### config.mk
export PLATFORM = sky130hd
export DESIGN_NAME = lsu_ctrl
export DESIGN_NICKNAME = d
export VERILOG_FILES = /design/src/rtl/lsu_ctrl_pkg.sv /design/src/rtl/lsu_align.sv /design/src/rtl/lsu_ctrl.sv
export SDC_FILE = /design/constraint.sdc
export NUM_CORES = 1
export LEC_CHECK = 0
export BUFFER_PORTS_ARGS = -buffer_cell sky130_fd_sc_hd__buf_2
export CAP_MARGIN = 20
export CORE_MARGIN = 8
export CORE_UTILIZATION = 50
export CTS_CLUSTER_DIAMETER = 30
export DETAILED_ROUTE_END_ITERATION = 10
export GPL_TIMING_DRIVEN = 0
export PLACE_DENSITY = 0.86
export SLEW_MARGIN = 20
export SYNTH_ARGS = -nofsm -noshare
export SYNTH_HDL_FRONTEND = slang
export SYNTH_SLANG_ARGS = --single-unit
### constraint.sdc
create_clock -name clk -period 1.9 [get_ports clk]
set_input_delay 0.19 -clock clk [delete_from_list [all_inputs] [get_ports clk]]
set_output_delay 0.19 -clock clk [all_outputs]
set_load 0.01 [all_outputs]
### src/rtl/lsu_ctrl_pkg.sv
// Core-wide memory access definitions: funct3 size encodings, fault causes, LSU states.
// Latency: none (type and constant definitions only).
// Backpressure: not applicable.
package lsu_ctrl_pkg;

  // funct3 encodings for load/store access size
  localparam logic [2:0] MEM_B  = 3'b000;
  localparam logic [2:0] MEM_H  = 3'b001;
  localparam logic [2:0] MEM_W  = 3'b010;
  localparam logic [2:0] MEM_BU = 3'b100;
  localparam logic [2:0] MEM_HU = 3'b101;

  // fault cause codes reported alongside mem_exc
  localparam logic [1:0] EXC_NONE     = 2'b00;
  localparam logic [1:0] EXC_MISALIGN = 2'b01;
  localparam logic [1:0] EXC_BADSIZE  = 2'b10;
  localparam logic [1:0] EXC_TIMEOUT  = 2'b11;

  typedef enum logic [2:0] {
    S_IDLE = 3'd0,
    S_REQ  = 3'd1,
    S_DONE = 3'd2,
    S_ERR  = 3'd3,
    S_HALT = 3'd4
  } lsu_state_e;

  // true for sizes that only make sense on a load (unsigned variants)
  function automatic logic is_unsigned_size(input logic [2:0] size);
    return size[2];
  endfunction

endpackage

### src/rtl/lsu_align.sv
// Byte-lane steering for stores, load extraction/extension, and size/alignment checks.
// Latency: purely combinational.
// Backpressure: none; outputs follow inputs.
module lsu_align
  import lsu_ctrl_pkg::*;
#(
  parameter int XLEN = 32
) (
  input  logic [2:0]      size,
  input  logic [1:0]      off,
  input  logic            store,
  input  logic [XLEN-1:0] wdata_raw,
  input  logic [2:0]      ld_size,
  input  logic [1:0]      ld_off,
  input  logic [XLEN-1:0] rdata_raw,
  output logic [3:0]      be,
  output logic [XLEN-1:0] wdata_rep,
  output logic [XLEN-1:0] rdata_ext,
  output logic            misalign,
  output logic            badsize
);

  logic [XLEN-1:0] rd_shift;

  // request side: byte enables, replicated store data and legality flags
  always_comb begin
    be        = 4'b0000;
    wdata_rep = wdata_raw;
    misalign  = 1'b0;
    badsize   = 1'b0;
    case (size)
      MEM_B, MEM_BU: begin
        be        = 4'b0001 << off;
        wdata_rep = {4{wdata_raw[7:0]}};
      end
      MEM_H, MEM_HU: begin
        be        = 4'b0011 << off;
        wdata_rep = {2{wdata_raw[15:0]}};
        misalign  = off[0];
      end
      MEM_W: begin
        be        = 4'b1111;
        misalign  = (off != 2'b00);
      end
      default: badsize = 1'b1;
    endcase
    // unsigned variants have no store counterpart
    if (store && is_unsigned_size(size)) begin
      badsize = 1'b1;
    end
  end

  assign rd_shift = rdata_raw >> {ld_off, 3'b000};

  // response side: pick the addressed lanes and extend to full width
  always_comb begin
    rdata_ext = rdata_raw;
    case (ld_size)
      MEM_B:   rdata_ext = {{24{rd_shift[7]}}, rd_shift[7:0]};
      MEM_BU:  rdata_ext = {24'h000000, rd_shift[7:0]};
      MEM_H:   rdata_ext = {{16{rd_shift[15]}}, rd_shift[15:0]};
      MEM_HU:  rdata_ext = {16'h0000, rd_shift[15:0]};
      default: rdata_ext = rdata_raw;
    endcase
  end

endmodule

### src/rtl/lsu_ctrl.sv
// Load/store sequencer between MEM stage and a req/ack data bus, with fault and halt sequencing.
// Latency: >=2 stall cycles per access (ack in first REQ cycle); result valid 1 cycle after ack.
// Backpressure: bus_req held until bus_ack; pipeline stalled for the whole access or forever once halted.
module lsu_ctrl
  import lsu_ctrl_pkg::*;
#(
  parameter int XLEN    = 32,
  parameter int TIMEOUT = 255,
  parameter int CNT_W   = 8
) (
  input  logic            clk,
  input  logic            rst_n,
  input  logic            mem_valid,
  input  logic            memtoreg,
  input  logic            memwrite,
  input  logic [2:0]      memsize,
  input  logic            hlt,
  input  logic [XLEN-1:0] addr,
  input  logic [XLEN-1:0] wdata,
  output logic            stall,
  output logic [XLEN-1:0] rdata,
  output logic            rdata_valid,
  output logic            mem_exc,
  output logic [1:0]      exc_cause,
  output logic            halted,
  output logic            bus_req,
  output logic            bus_we,
  output logic [XLEN-1:0] bus_addr,
  output logic [3:0]      bus_be,
  output logic [XLEN-1:0] bus_wdata,
  input  logic            bus_ack,
  input  logic [XLEN-1:0] bus_rdata
);

  localparam logic [CNT_W-1:0] TO_LIMIT = CNT_W'(TIMEOUT);

  lsu_state_e      state;
  logic            access;
  logic            stall_q;
  logic [2:0]      op_size;
  logic [1:0]      op_off;
  logic            op_load;
  logic [CNT_W-1:0] cnt;
  logic [CNT_W-1:0] cnt_inc;

  logic [3:0]      a_be;
  logic [XLEN-1:0] a_wdata;
  logic [XLEN-1:0] a_rdata;
  logic            a_misalign;
  logic            a_badsize;

  assign access  = mem_valid & (memtoreg | memwrite);
  assign cnt_inc = cnt + CNT_W'(1);

  // IDLE must freeze the pipeline in the same cycle the access is seen
  assign stall = stall_q | ((state == S_IDLE) & access);

  lsu_align #(
    .XLEN (XLEN)
  ) u_align (
    .size      (memsize),
    .off       (addr[1:0]),
    .store     (memwrite),
    .wdata_raw (wdata),
    .ld_size   (op_size),
    .ld_off    (op_off),
    .rdata_raw (bus_rdata),
    .be        (a_be),
    .wdata_rep (a_wdata),
    .rdata_ext (a_rdata),
    .misalign  (a_misalign),
    .badsize   (a_badsize)
  );

  // sequencer: state, latched request, watchdog and registered outputs
  always_ff @(posedge clk or negedge rst_n) begin
    if (!rst_n) begin
      state       <= S_IDLE;
      stall_q     <= 1'b0;
      bus_req     <= 1'b0;
      bus_we      <= 1'b0;
      bus_addr    <= '0;
      bus_be      <= 4'b0000;
      bus_wdata   <= '0;
      op_size     <= MEM_B;
      op_off      <= 2'b00;
      op_load     <= 1'b0;
      cnt         <= '0;
      rdata       <= '0;
      rdata_valid <= 1'b0;
      mem_exc     <= 1'b0;
      exc_cause   <= EXC_NONE;
      halted      <= 1'b0;
    end else begin
      rdata_valid <= 1'b0;
      mem_exc     <= 1'b0;
      exc_cause   <= EXC_NONE;
      case (state)
        S_IDLE: begin
          if (access) begin
            if (a_badsize || a_misalign) begin
              // bad size wins: alignment is meaningless for an undefined size
              state     <= S_ERR;
              mem_exc   <= 1'b1;
              exc_cause <= a_badsize ? EXC_BADSIZE : EXC_MISALIGN;
            end else begin
              state     <= S_REQ;
              stall_q   <= 1'b1;
              bus_req   <= 1'b1;
              bus_we    <= memwrite;
              bus_addr  <= {addr[XLEN-1:2], 2'b00};
              bus_be    <= a_be;
              bus_wdata <= a_wdata;
              op_size   <= memsize;
              op_off    <= addr[1:0];
              op_load   <= memtoreg;
              cnt       <= '0;
            end
          end else if (hlt) begin
            state   <= S_HALT;
            stall_q <= 1'b1;
            halted  <= 1'b1;
          end
        end
        S_REQ: begin
          if (bus_ack) begin
            state       <= S_DONE;
            stall_q     <= 1'b0;
            bus_req     <= 1'b0;
            rdata_valid <= op_load;
            if (op_load) begin
              rdata <= a_rdata;
            end
          end else if ((TIMEOUT != 0) && (cnt_inc == TO_LIMIT)) begin
            state     <= S_ERR;
            stall_q   <= 1'b0;
            bus_req   <= 1'b0;
            mem_exc   <= 1'b1;
            exc_cause <= EXC_TIMEOUT;
          end else begin
            cnt <= cnt_inc;
          end
        end
        S_DONE:  state <= S_IDLE;
        S_ERR:   state <= S_IDLE;
        S_HALT:  state <= S_HALT;
        default: state <= S_IDLE;
      endcase
    end
  end

endmodule

==> flow_results.org, run 1 <==
** Placement
- Routability-driven placement finished with a final weighted congestion of roughly 0.94.
- Worst-case setup slack after placement :: around 0.012 ns
- The HPWL after detailed placement is roughly 14,000 um.
- During placement, the flow inserted port buffers numbering 209.

** Die
- The die is roughly 120 um tall.
- The initial utilization of the core area, before any placement, comes to 0.5085.
- Row generation in the floorplan step produced 39 rows.
- The die covers approximately 15,000 um^2.
- about 210 I/O pins were placed.
- The total area inside the core boundary comes to between 10,000 and 15,000 um^2.
- Horizontal die dimension :: 123.3 um

** Timing
- At the pin with the least slew margin, the transition time is approximately 0.6 ns.
- Normalized max-slew margin :: 0.6020
- In the finished design, the share of the clock period the worst path needs comes to 0.9849.
- Derived from the worst setup path, the maximum achievable clock frequency is ~0.53 GHz.
- Post-Route Skew :: 0.008880 ns
- Number of setup violations in the final report :: 0
- The count of pins over their slew limit came to 0.
- Setup repair after global routing could not meet its margin everywhere.
- The hold violation count in the final report is 0.
- Setup slack on the critical path of the routed design comes to between 0.02 and 0.03 ns.
- Final period demand of the worst path :: approximately 1.9 ns

** Clock tree
- CTS tree :: built
- CTS built an H-tree with a depth of 4.
- CTS clock-pin slew for the worst setup and hold paths :: ~0.05 ns
- Clock latency of the later-clocked register in the worst-skew pair :: between 0.4 and 0.5 ns
- Buffer depth of the longest clock path :: 2
- CTS buffer count :: 17
- Cell at the root of the clock tree :: sky130_fd_sc_hd__clkbuf_16
- CTS Sinks :: 123

** Global routing
- Met2 usage in global routing :: 0.4197
- Total track usage :: 0.2567
- After global routing, the most crowded layer is met2.
- Wire length of the first global-routing pass :: ~30,000 um
- Entering global routing, the biggest net connects 80 pins.
- Antenna violations before repair :: 0
- Vias in the first global route :: 5,994
- In the global route stage, met1 resource usage came out at 0.2913.
- GR Layer Usage met3 :: 0.09041
- Summed over all layers, the global routing overflow is 0.

** Layout
- The number of antenna diodes in the final layout is 0.
- Of the cells placed in the final design, the portion with a size suffix greater than 1 is 0.3098.
- Leading cell type in the layout, fill and taps excluded :: sky130_fd_sc_hd__buf_2
- In the final design database the tool counted roughly 1,000 nets.
- Final cell utilization of the core :: 0.7045
- Filler Cell Count :: 877
- In the layout the commonest cells are sky130_fd_sc_hd__buf_2, sky130_fd_sc_hd__nand2_1, sky130_fd_sc_hd__dfrtp_1, sky130_fd_sc_hd__o21ai_0, sky130_fd_sc_hd__nand3_1.
- Relative to the synthesized area, the layout overhead comes to 38.54%.

** Synthesis
- Cell types with the largest area share after synthesis :: sky130_fd_sc_hd__dfrtp_1, sky130_fd_sc_hd__nand2_1, sky130_fd_sc_hd__mux2i_1
- The share of the Yosys chip area taken by registers is 0.5347.
- Yosys warning total :: 0
- Summed instance area of the synthesized netlist :: 5757 um^2
- The cell count after synthesis came out at 630.
- Syn avg cell area :: 9.138 um^2
- Post-synthesis xor/xnor area fraction :: 0.004564
- Count of unique library cells instantiated by Yosys :: 58
- Post-synthesis compound-gate area fraction :: 0.1528
- Post-synthesis sequential element count :: 123
- Among all flip-flop cells after synthesis, the most frequent one is sky130_fd_sc_hd__dfrtp_1.
- Of the total synthesized cell area, the portion taken by full adders, half adders and majority gates is 0.004347.
- For this run, asynchronously set or reset flops after synthesis account for 1.000.
- Share of Yosys cell area claimed by the top area cell type :: 0.5347
- Synth Area in Simple Gates :: 0.2106
- The largest total area in the synthesized netlist belongs to sky130_fd_sc_hd__dfrtp_1.
- Number of flops mapped to enable cells by yosys :: 0
- After synthesis, the share of cell area in mux cells is 0.05260.
- Combinational family with the most area after synthesis :: simple AND/OR/NAND/NOR gates

** Critical path
- STA classifies the critical path endpoint as a flip-flop.
- Critical path class :: reg2reg
- STA puts the critical path data arrival time at between 2 and 2.5 ns.
- STA classifies the critical path startpoint as a flip-flop.
- Data required time at the worst endpoint :: 2.19 ns
- In this run the worst path has a maximum fanout of 7.

** Min path
- Hold/Removal Path Class :: in2reg

** Route
- For this block, the routed nets add up to just under 20,000 um of wire.
- Dividing the detail-routed via count by the number of cells gives between 5 and 6.
- Once detail routing completed, the nets flagged for antenna violations numbered 0.
- After detailed routing, the number of remaining DRC violations is 0.
- After detailed routing, the average wire length per cell comes to 18.48 um.
- Router iterations before antenna repair :: 6
- Summing over every cut layer, the via total after detailed routing is roughly 5,800.
- The first routing iteration left approximately 620 violations.

** Pwr
- IR drop worst, VDD :: around 1.1 mV
- Leakage power :: roughly 4.2 nW
- Cell area power density :: between 1500 and 2000 nW/um^2

** Flow run
- Across the run, the number of max-cap violations was 0.

** Status
- The flow ran to the end, and the final reports show no timing, DRC or antenna violations.
report_power, final:
group          switching (mW)  internal (mW)  leakage, nW
clock                    1.22           2.05        0.277
combinational            2.78           1.84         2.33
sequential              0.702           3.78         1.57
total                    4.71           7.67         4.18
sequential cells by signal, indices dropped and copies added, names as in the netlist, 3 cells and up:
signal,flops
op_size,3
cnt,8
bus_addr,30
bus_be,4
bus_wdata,32
state,3
rdata,32
final timing paths:
path / startpoint / endpoint / slack, ns / cells past startpoint
max reg2reg: cnt[1]$_DFFE_PN0P_ / state[1]$_DFFE_PN0P_ / 0.03 / 5
min: memtoreg / op_load$_DFFE_PN0P_ / 0.01 / 3
min reg2reg: bus_be[1]$_DFFE_PN0P_ / bus_be[1]$_DFFE_PN0P_ / 0.46 / 2
max in group asynchronous: rst_n / bus_addr[27]$_DFFE_PN0P_ / 0.91 / 3
min in group asynchronous: rst_n / rdata[18]$_DFFE_PN0P_ / 0.27 / 2
max: cnt[1]$_DFFE_PN0P_ / state[1]$_DFFE_PN0P_ / 0.03 / 5
per-stage QoR:
stage | instance area (um^2) | hold WS [ns] | setup TNS, ns | power (mW) | instances
after floorplan | 5761 | -0.1056 | 0 | 6.985 | 631
after global placement | 6985 | 0.3784 | -114.17 | 8.807 | 983
after detailed placement | 7019 | 0.1453 | 0 | 8.981 | 984
after CTS | 7931 | 0.004328 | -0.009077 | 12.33 | 1047
after global routing | 7975 | 0.01611 | -0.1247 | 13.14 | 1050
final | 7975 | 0.01435 | 0 | 12.37 | 1050
cell usage after synthesis (2+ instances only):
cell type and number:
sky130_fd_sc_hd__xor2_1 2, sky130_fd_sc_hd__o21ai_0 36, sky130_fd_sc_hd__nand2_1 201, sky130_fd_sc_hd__a2bb2oi_1 7, sky130_fd_sc_hd__buf_4 3, sky130_fd_sc_hd__mux2i_1 28, sky130_fd_sc_hd__nand3_1 37, sky130_fd_sc_hd__a21o_1 2
sky130_fd_sc_hd__nand3b_1 2, sky130_fd_sc_hd__a21oi_1 23, sky130_fd_sc_hd__nor2b_1 2, sky130_fd_sc_hd__nand2b_1 6, sky130_fd_sc_hd__buf_2 15, sky130_fd_sc_hd__o22ai_1 18, sky130_fd_sc_hd__o211ai_1 2, sky130_fd_sc_hd__o21ai_1 24
sky130_fd_sc_hd__inv_1 6, sky130_fd_sc_hd__buf_1 2, sky130_fd_sc_hd__nor3_1 3, sky130_fd_sc_hd__o2bb2ai_1 11, sky130_fd_sc_hd__a32o_1 2, sky130_fd_sc_hd__nor2_1 17, sky130_fd_sc_hd__clkbuf_1 22, sky130_fd_sc_hd__dfrtp_1 123
sky130_fd_sc_hd__ha_1 2, sky130_fd_sc_hd__and4_1 2
timing repair:
action	in CTS	in global routing
endpoints found under the hold margin	74	0
hold buffers	31	0
pin swaps	1	1
gates resized for setup	0	4
buffers inserted	0	3
endpoints found under the setup margin	2	41
metal layers:
layer | part of all wire | vias to the layer above
met3 | 0.11 | 57
met5 | 0 | -
met1 | 0.37 | 2719
li1 | - | 2690
met4 | 0.033 | 0
met2 | 0.48 | 330
layout make-up:
cell class | count | area, um^2 | share of cell area
buffer | 43 | 198.9 | 0.02495
clock buffer | 17 | 425.4 | 0.05334
clock inverter | 15 | 176.4 | 0.02212
inverter | 8 | 30.03 | 0.003765
multi-input combinational | 457 | 2475 | 0.3103
sequential | 123 | 3078 | 0.3859
tap | 143 | 178.9 | 0.02243
timing repair buffer | 244 | 1413 | 0.1771
critical path, cell delays in order, from the launching register on:
cell and delay, ns:
sky130_fd_sc_hd__dfrtp_1 0.41, sky130_fd_sc_hd__ha_2 0.26, sky130_fd_sc_hd__xor2_2 0.20, sky130_fd_sc_hd__nand3_2 0.18
sky130_fd_sc_hd__or2_1 0.29, sky130_fd_sc_hd__a2111oi_2 0.41
cells by family after synthesis:
| kind of cell | count (synthesis) |
|---|---|
| other | 1 |
| multiplexers | 29 |
| adder cells (fa/ha/maj) | 2 |
| buffers and inverters | 51 |
| XOR/XNOR | 3 |
| AO/OA/AOI/OAI | 138 |
| flip-flops | 123 |
| AND/OR/NAND/NOR | 283 |
Note: power is estimated with default switching activity, not from simulation.
==> run 2, diff against run 1 <==
--- a/config.mk
+++ b/config.mk
@@ -11,8 +11,10 @@
 export CORE_UTILIZATION = 50
 export CTS_CLUSTER_DIAMETER = 30
 export DETAILED_ROUTE_END_ITERATION = 10
+export GPL_ROUTABILITY_DRIVEN = 0
 export GPL_TIMING_DRIVEN = 0
 export PLACE_DENSITY = 0.86
+export RECOVER_POWER = 25
 export SLEW_MARGIN = 20
 export SYNTH_ARGS = -nofsm -noshare
 export SYNTH_HDL_FRONTEND = slang
==> run 2 against run 1 <==
Global-route usage fell by 0.76 points. Worst hold slack improved by 0.0072 ns. Clock skew rose by 0.00065 ns. Sequential power barely moved. Utilization fell by 0.27 points. Maximum frequency rose by 4.1%. Critical endpoint unchanged. Final area fell by 0.38%. Die area did not move. Critical path depth rose by 1.
==> flow_results.org, run 2 (synthesized netlist as in run 1, its figures left out) <==
** Status
- Run status :: finished, final reports clean

** Placement
- Worst-case setup slack after placement :: approximately 0.011 ns
- In this run the cell area measured after placement is between 7000 and 8000 um^2.
- Summed over all nets, the half-perimeter wirelength after detailed placement is 13,750 um.
- Counting tap cells, the placed design contains a total of a little under 1,000 instances.
- Port buffering added approximately 210 buffers.

** Critical path
- Endpoint class of the critical path :: flip-flop
- Critical Path Fanout Max :: 6
- Measured in cells, the most critical reg-to-reg path has a length of 6.
- The critical path ends at state[1]$_DFFE_PN0P_.
- Data required time at the worst endpoint :: between 2 and 2.5 ns
- The setup check on the worst reg-to-reg path leaves a slack of 0.10 ns.
- STA classifies the critical path startpoint as a flip-flop.
- Signal arrival time at the worst endpoint :: roughly 2.1 ns
- Reg-to-reg critical path startpoint :: cnt[0]$_DFFE_PN0P_
- Worst setup path startpoint :: cnt[0]$_DFFE_PN0P_
- End of the worst register-to-register path :: state[1]$_DFFE_PN0P_
- Critical path class :: reg2reg

** Clock tree
- Buffer depth of the longest clock path :: 2
- CTS Sinks :: about 120
- Cell at the root of the clock tree :: sky130_fd_sc_hd__clkbuf_16
- CTS clock-pin slew for the worst setup and hold paths :: ~0.050 ns
- Clock latency on the worst-skew pair, taken at its later pin, is approximately 0.41 ns.
- Counting the buffers created by CTS gives 17.
- CTS tree :: built
- The H-tree generated during clock tree synthesis spans 4 levels.

** Die
- # rows :: 39
- Die Y :: about 120 um
- The core region is approximately 11,000 um^2.
- The initial utilization of the core area, before any placement, comes to 0.5085.
- Die footprint :: approximately 15,000 um^2
- Number of placed I/O pins :: 214
- Horizontal die dimension :: between 100 and 150 um

** Route
- Per-cell routed wire length :: between 15 and 20 um
- After detailed routing, the number of remaining DRC violations is 0.
- Total via count in the routed design :: 5,807
- Antenna Nets Post-Route :: 0
- Avg Vias per Cell :: 5.530
- Detailed Route Iter0 Violations :: 530
- The first detailed-routing pass ran for 5 iterations.
- The routed design has approximately 19,000 um of wire.

** Min path
- The min-delay analysis places its worst path in the category in2reg.
- In this run the most critical hold path is launched from memtoreg.

** Layout
- Fill cells in the final layout number roughly 900.
- The library cells used most frequently in the layout, excluding fill and tap cells, are sky130_fd_sc_hd__nand2_1, sky130_fd_sc_hd__buf_2, sky130_fd_sc_hd__dfrtp_1, sky130_fd_sc_hd__clkbuf_1.
- Final cell utilization of the core :: 0.7018
- In the final layout, the share of cells above drive strength 1 is 0.2815.
- Sequential cell area :: 3078 um^2
- Post-layout nets :: ~1,000
- Final Instance Count excl. Fillers :: between 1,000 and 1,500
- The largest registers in the layout are bus_wdata (32), rdata (32), bus_addr (30).
- P&R area growth vs syn :: 38.01%
- Area of the multi-input gates :: ~2500 um^2
- With fillers left out, the area of the finished cells amounts to roughly 7900 um^2.
- Leading cell type in the layout, fill and taps excluded :: sky130_fd_sc_hd__nand2_1

** Timing
- The count of pins over their slew limit came to 0.
- Final period demand of the worst path :: approximately 1.8 ns
- Final period util :: 0.9462
- The hold violation count in the final report is 0.
- At the pin with the least slew margin, the transition time is ~1.4 ns.
- Normalized max-slew margin :: 0.06743
- Setup TNS :: 0 ns
- Setup repair after global routing could not meet its margin everywhere.
- Worst Hold Slack :: ~0.022 ns
- Setup slack closes at approximately 0.10 ns.
- The clock arrives with roughly 0.0095 ns of skew.
- Number of setup violations in the final report :: 0
- Highest clock frequency the design can meet :: 0.5562 GHz

** Flow run
- Max-cap viol count :: 0

** Pwr
- Across the VDD grid, the largest voltage drop is roughly 0.85 mV.
- Power comes to around 12 mW.
- Leakage power :: around 4 nW
- Cell area power density :: approximately 1600 nW/um^2

** Global routing
- Vias in the first global route :: 5,910
- Global-route congestion overflow total :: 0
- Total track usage :: 0.2490
- Entering global routing, the biggest net connects 64 pins.
- The number of antenna violations at the first check in global routing was 1.
- Wire length of the first global-routing pass :: just under 30,000 um
==> run 2: cell count changes in the layout (fill, tap and decap cells not counted) <==
cell	before	now
sky130_fd_sc_hd__clkbuf_1	22	47
sky130_fd_sc_hd__buf_2	223	199
sky130_fd_sc_hd__inv_6	0	4
sky130_fd_sc_hd__clkinv_2	3	1
sky130_fd_sc_hd__clkinvlp_4	6	4
sky130_fd_sc_hd__buf_4	6	5
sky130_fd_sc_hd__buf_6	2	1
sky130_fd_sc_hd__clkinv_4	3	2
sky130_fd_sc_hd__diode_2	0	1
sky130_fd_sc_hd__inv_8	0	1
==> run 2: report_power, final <==
group	switching, mW	leakage (nW)	internal, mW
sequential	0.706	1.57	3.77
clock	1.26	0.289	2.09
combinational	2.73	2.23	1.78
total	4.70	4.09	7.64
==> run 2: worst min-delay path by stage <==
stage                                     endpoint  slack [ns]  cells after the start
after floorplan           bus_addr[10]$_DFFE_PN0P_       -0.11                      0
after global placement    bus_addr[20]$_DFFE_PN0P_        0.38                      3
after detailed placement      rdata[0]$_DFFE_PN0P_        0.21                      1
after CTS                      op_load$_DFFE_PN0P_       0.002                      3
after global routing           op_load$_DFFE_PN0P_        0.01                      3
final                          op_load$_DFFE_PN0P_        0.02                      3
==> run 2: critical path: stages, from the launching register on <==
cell,delay [ns]
sky130_fd_sc_hd__dfrtp_1,0.41
sky130_fd_sc_hd__inv_1,0.10
sky130_fd_sc_hd__ha_1,0.13
sky130_fd_sc_hd__and4_1,0.21
sky130_fd_sc_hd__nand3_2,0.14
sky130_fd_sc_hd__or2_1,0.29
sky130_fd_sc_hd__a2111oi_2,0.39
==> run 2: routing by layer <==
metal / global-route usage / share of wire / vias up
met5: 0 / 0 / -
met4: 0.1204 / 0.034 / 0
met3: 0.08174 / 0.10 / 50
met2: 0.4106 / 0.48 / 319
met1: 0.2880 / 0.38 / 2747
li1: - / - / 2691
==> run 2: repair_timing <==
action	CTS	global route
pin swaps	1	1
endpoints found under the hold margin	90	0
endpoints found under the setup margin	1	31
resized for setup	0	4
hold buffers	31	0
buffers inserted	0	2
cloned	0	0
==> run 2: layout make-up <==
class,count,area share
Antenna cell,1,0.0003150
Buffer,43,0.02504
Clock buffer,17,0.05354
Clock inverter,15,0.02378
Inverter,8,0.003780
Multi-Input combinational cell,457,0.3115
Sequential cell,123,0.3874
Tap cell,143,0.02252
Timing Repair Buffer,243,0.1721
